## config.mk

```make
export PLATFORM = sky130hd
export DESIGN_NAME = fsm_serial_tx
export DESIGN_NICKNAME = d
export VERILOG_FILES = /design/src/rtl/fsm_serial_tx_pkg.sv /design/src/rtl/fsm_serial_tx_comb_logic.sv /design/src/rtl/fsm_serial_tx.sv
export SDC_FILE = /design/constraint.sdc
export NUM_CORES = 1
export LEC_CHECK = 0
export CORE_UTILIZATION = 49
export CTS_CLUSTER_SIZE = 28
export DETAILED_ROUTE_END_ITERATION = 12
export MAX_ROUTING_LAYER = met4
export PLACE_DENSITY_LB_ADDON = 0.08
export SLEW_MARGIN = 30
export SYNTH_ARGS = -nofsm -noshare
export SYNTH_HDL_FRONTEND = slang
export SYNTH_SLANG_ARGS = --single-unit
```

## constraint.sdc

```tcl
create_clock -name clk -period 1.77 [get_ports clk]
set_input_delay 0.177 -clock clk [delete_from_list [all_inputs] [get_ports clk]]
set_output_delay 0.177 -clock clk [all_outputs]
set_load 0.05 [all_outputs]
```

## src/rtl/fsm_serial_tx_pkg.sv

```systemverilog
// Shared definitions for the serial frame transmitter.
// State encodings stay plain constants so legacy code comparing raw
// state values keeps working. PARITY is only reachable when the build
// defines FSM_SERIAL_TX_PARITY_EN.
package fsm_serial_tx_pkg;

    typedef logic [2:0] state_t;

    localparam state_t S_IDLE   = 3'd0;
    localparam state_t S_START  = 3'd1;
    localparam state_t S_DATA   = 3'd2;
    localparam state_t S_STOP   = 3'd3;
    localparam state_t S_PARITY = 3'd4;

    localparam logic TX_IDLE_LEVEL = 1'b1;
    localparam logic START_LEVEL   = 1'b0;
    localparam logic STOP_LEVEL    = 1'b1;

endpackage

```

## src/rtl/fsm_serial_tx_comb_logic.sv

```systemverilog
// Next-state, next-datapath and Moore output decode for fsm_serial_tx.
// Purely combinational; the registers live in the top level.
// Optional feature macro: FSM_SERIAL_TX_PARITY_EN (adds the parity bit).
module fsm_serial_tx_comb_logic
    import fsm_serial_tx_pkg::*;
#(
    parameter int WIDTH = 8,
    parameter int CW    = 3
) (
    input  state_t           state,
    input  logic [WIDTH-1:0] shreg,
    input  logic [CW-1:0]    cnt,
`ifdef FSM_SERIAL_TX_PARITY_EN
    input  logic             par,
    output logic             par_nxt,
`endif
    input  logic             start,
    input  logic [WIDTH-1:0] data,
    output state_t           state_nxt,
    output logic [WIDTH-1:0] shreg_nxt,
    output logic [CW-1:0]    cnt_nxt,
    output logic             tx,
    output logic             ready,
    output logic             busy,
    output logic             done
);

    localparam logic [CW-1:0] LAST = CW'(WIDTH - 1);

    // Transition and output decode; unknown encodings fall back to IDLE with the line idle.
    always_comb begin
        state_nxt = S_IDLE;
        shreg_nxt = shreg;
        cnt_nxt   = cnt;
`ifdef FSM_SERIAL_TX_PARITY_EN
        par_nxt   = par;
`endif
        tx        = TX_IDLE_LEVEL;
        ready     = 1'b0;
        busy      = 1'b0;
        done      = 1'b0;
        case (state)
            S_IDLE: begin
                ready     = 1'b1;
                state_nxt = S_IDLE;
                if (start) begin
                    state_nxt = S_START;
                    shreg_nxt = data;
                    cnt_nxt   = '0;
`ifdef FSM_SERIAL_TX_PARITY_EN
                    par_nxt   = 1'b0;
`endif
                end
            end
            S_START: begin
                tx        = START_LEVEL;
                busy      = 1'b1;
                state_nxt = S_DATA;
            end
            S_DATA: begin
                tx        = shreg[0];
                busy      = 1'b1;
                shreg_nxt = shreg >> 1;
`ifdef FSM_SERIAL_TX_PARITY_EN
                par_nxt   = par ^ shreg[0];
`endif
                if (cnt == LAST) begin
`ifdef FSM_SERIAL_TX_PARITY_EN
                    state_nxt = S_PARITY;
`else
                    state_nxt = S_STOP;
`endif
                end else begin
                    // counter holds on the last bit so it never wraps on its own
                    cnt_nxt   = cnt + 1'b1;
                    state_nxt = S_DATA;
                end
            end
`ifdef FSM_SERIAL_TX_PARITY_EN
            S_PARITY: begin
                tx        = par;
                busy      = 1'b1;
                state_nxt = S_STOP;
            end
`endif
            S_STOP: begin
                tx        = STOP_LEVEL;
                busy      = 1'b1;
                done      = 1'b1;
                state_nxt = S_IDLE;
            end
            default: begin
                state_nxt = S_IDLE;
            end
        endcase
    end

endmodule

```

## src/rtl/fsm_serial_tx.sv

```systemverilog
// Serial frame transmitter: start bit, WIDTH data bits LSB first,
// optional even-parity bit, stop bit. Words are accepted via start/ready.
// Optional feature macro: FSM_SERIAL_TX_PARITY_EN.
module fsm_serial_tx
    import fsm_serial_tx_pkg::*;
#(
    parameter int WIDTH = 8
) (
    input  logic             clk,
    input  logic             reset,
    input  logic             start,
    input  logic [WIDTH-1:0] data,
    output logic             ready,
    output logic             tx,
    output logic             busy,
    output logic             done
);

    localparam int CW = (WIDTH > 1) ? $clog2(WIDTH) : 1;

    state_t           state, state_nxt;
    logic [WIDTH-1:0] shreg, shreg_nxt;
    logic [CW-1:0]    cnt, cnt_nxt;
`ifdef FSM_SERIAL_TX_PARITY_EN
    logic             par, par_nxt;
`endif

    fsm_serial_tx_comb_logic #(
        .WIDTH (WIDTH),
        .CW    (CW)
    ) u_comb (
        .state     (state),
        .shreg     (shreg),
        .cnt       (cnt),
`ifdef FSM_SERIAL_TX_PARITY_EN
        .par       (par),
        .par_nxt   (par_nxt),
`endif
        .start     (start),
        .data      (data),
        .state_nxt (state_nxt),
        .shreg_nxt (shreg_nxt),
        .cnt_nxt   (cnt_nxt),
        .tx        (tx),
        .ready     (ready),
        .busy      (busy),
        .done      (done)
    );

    // State, shift register and bit counter; reset aborts any frame in flight.
    always_ff @(posedge clk or posedge reset) begin
        if (reset) begin
            state <= S_IDLE;
            shreg <= '0;
            cnt   <= '0;
        end else begin
            state <= state_nxt;
            shreg <= shreg_nxt;
            cnt   <= cnt_nxt;
        end
    end

`ifdef FSM_SERIAL_TX_PARITY_EN
    // Running even parity of the bits already shifted out.
    always_ff @(posedge clk or posedge reset) begin
        if (reset) begin
            par <= 1'b0;
        end else begin
            par <= par_nxt;
        end
    end
`endif

endmodule
```

==> flow_summary_export.csv <==
group,metric,value,unit
logic_synthesis,synth_nets,87,
floorplan,core,1350,um^2
routing,drc_errors,0,
floorplan,rows,13,
logic_synthesis,syn_inst,69,
worst_setup_path,critPathKind,"flip-flop to output port",
clock_tree,clk_latency,0.27,ns
clock_tree,cts.sinks,13,
worst_hold_path,hold_path_class,"primary input to asynchronous set/reset pin",
timing,final_max_slew_viol_count,0,
logic_synthesis,netlist_area,742,um^2
place,post-place-ws,0.0757,ns
cells_and_area,final_layout_size_suffix_gt1_share,15.3,%
place,post_dp_cell_area,918,um^2
logic_synthesis,yosys-top-cells-count,"dfrtp_1, nand2b_1, ha_1",
cells_and_area,stdcell_area,947,um^2
place,port_buffers,14,
global_routing,grt_pass1_vias,509,
logic_synthesis,synthArstFlopShare,100,%
logic_synthesis,ys_types,22,
timing,fin_skew,0.00588,ns
global_routing,grt_max_degree,14,
cells_and_area,syn_to_final_growth,27.7,%
logic_synthesis,synth_top_area_share,43.8,%
clock_tree,cts_hold_buf,0,
logic_synthesis,synth_edf_count,0,
logic_synthesis,yosysMostFrequentCell,"dfrtp_1",
timing,finalSetupViolCount,0,
timing,setup-tns-final,0,ns
routing,vias,562,
worst_setup_path,cp-end-kind,"output port",
cells_and_area,utilization,70.2,%
power,ir_drop,1.31,mV
logic_synthesis,synth_flop_cell,"dfrtp_1",
cells_and_area,fill_cells,109,
floorplan,dieArea,1670,um^2
clock_tree,clk_pin_slew_worst_paths,0.08,ns
global_routing,antenna_found_initial,0,
clock_tree,post_cts_buffers,0,
timing,post-route-min-period,1.72,ns
global_routing,grt_pass1_wl,2170,um
worst_setup_path,cp.required,1.59,ns
clock_tree,cts_buffers,3,
floorplan,io_pins,15,
logic_synthesis,synth_area_leaders,"dfrtp_1, ha_1, nand2b_1",
routing,vias_per_cell,5.62,
clock_tree,cts_tree,"built",
floorplan,start_util,55.0,%
timing,worst_pin_slew,0.496,ns
logic_synthesis,syn_avg_cell_area,10.8,um^2
flow_run,maxCapViolations,0,
timing,max_freq,580,MHz
floorplan,dieWidth,40.9,um
outcome,status,"finished clean",
logic_synthesis,ys_seq_area_share,43.8,%
cells_and_area,nNetsFinal,104,
routing,routed_wl,1470,um
worst_setup_path,path_max_fanout,13,
worst_setup_path,arrival,1.55,ns
floorplan,die_y,40.9,um
power,power_leakage,0.415,nW
global_routing,grt_use_total,20.8,%
power,power_density,1990,nW/um^2
clock_tree,cts_buffer_depth,2,
timing,finalHoldViolations,0,
cells_and_area,stdcell_count,100,
timing,fin_ws,0.0454,ns
cells_and_area,antennaDiodeCount,0,
clock_tree,cts_resized,1,
timing,rsz0062_at_grt,"yes",
logic_synthesis,yosysWarnings,0,
worst_setup_path,cp-start-kind,"flip-flop",
timing,finalCritPeriodShare,97.4,%
global_routing,grt_remaining_overflow,0,
clock_tree,cts-root-buf,"clkbuf_4",
routing,dr.pass1.iters,4,
logic_synthesis,synth.ff_latch_count,13,
routing,avgRoutedWirePerCell,14.7,um
place,place_congestion,0.714,
routing,drt_iter0_drc,13,
clock_tree,cts_htree_levels,1,
place,dp_cells,96,
place,dp_hpwl,1100,um
logic_synthesis,synth_top_area_cell,"dfrtp_1",
routing,antenna_left,0,
timing,slew_headroom,66.9,%
[worst max-delay path, cell delays in order, from the launching register on]
cell and delay, ns:
dfrtp_1 0.42, inv_1 0.12, ha_2 0.33, nand2_1 0.08, o21ai_1 0.16, buf_12 0.18
[layer usage]
layer | routed length, um | global-route usage, % | vias up
li1 | - | - | 280
met1 | 718 | 26.9 | 267
met2 | 698 | 34.0 | 13
met4 | 17 | 5.00 | 0
met3 | 40 | 3.26 | 2
met5 | 0 | - | -
[report_power, final]
group          internal [mW]  switching, mW  total [mW]
Clock                 0.0873         0.0910       0.178
Combinational          0.552          0.599        1.15
Sequential             0.442          0.111       0.553
Total                   1.08          0.801        1.88
[area by class of cell]
| class | instances | area (um^2) | share of cell area (%) |
|---|---|---|---|
| Clock buffer | 4 | 26.3 | 2.77 |
| Inverter | 4 | 15.0 | 1.59 |
| Multi-Input combinational cell | 50 | 394 | 41.6 |
| Sequential cell | 13 | 325 | 34.3 |
| Tap cell | 15 | 18.8 | 1.98 |
| Timing Repair Buffer | 14 | 168 | 17.7 |
[logic make-up (layout without fill, tap and decap cells)]
kind of cell               count (synthesis)  count (layout)  share of synthesized area [%]
AOI/OAI and AO/OA                         20              20                           20.9
muxes                                      1               1                           1.85
buffers and inverters                      6              22                           4.21
and+or+nand+nor                           22              22                           17.4
adders and majority gates                  7               7                           11.8
DFF                                       13              13                           43.8
[placed cells by master (no fill, tap or decap)]
cell type        count
a221o_1              2
clkbuf_4             3
nand2b_1             9
ha_1                 5
dfrtp_1             13
nor2b_1              1
a21oi_1              3
nand2_1              5
nand3b_1             1
a22oi_1              1
o21ai_2              1
buf_12               3
and3_1               1
a22o_1               3
clkbuf_1             1
o21ai_1              5
nor2_1               1
mux2i_2              1
or2_2                1
inv_1                4
ha_2                 2
nor2b_4              1
o221a_1              5
buf_4                1
nand3_1              2
clkdlybuf4s50_1     10
[flip-flops by register name, indices dropped and copies added, names as in the netlist]
| signal | cells |
|---|---|
| state | 2 |
| shreg | 8 |
| cnt | 3 |
[through the flow]
step | hold slack [ns] | power, mW
detailed placement | 0.497 | 1.71
global route | 0.300 | 2.01
floorplan | 0.0540 | 1.35
global placement | 0.489 | 1.67
CTS | 0.235 | 1.90
finish | 0.225 | 1.88
[final timing paths]
path                          start       end  slack (ns)  cells after the start
max                        state[0]        tx        0.05                      5
min in group clk           shreg[1]  shreg[0]        0.51                      1
max in group asynchronous     reset  state[1]        1.21                      2
max reg2reg                state[0]  shreg[5]        0.09                      5
min reg2reg                shreg[1]  shreg[0]        0.51                      1
min                           reset  shreg[3]        0.23                      2
No activity file was read; power rests on OpenSTA's default activity.
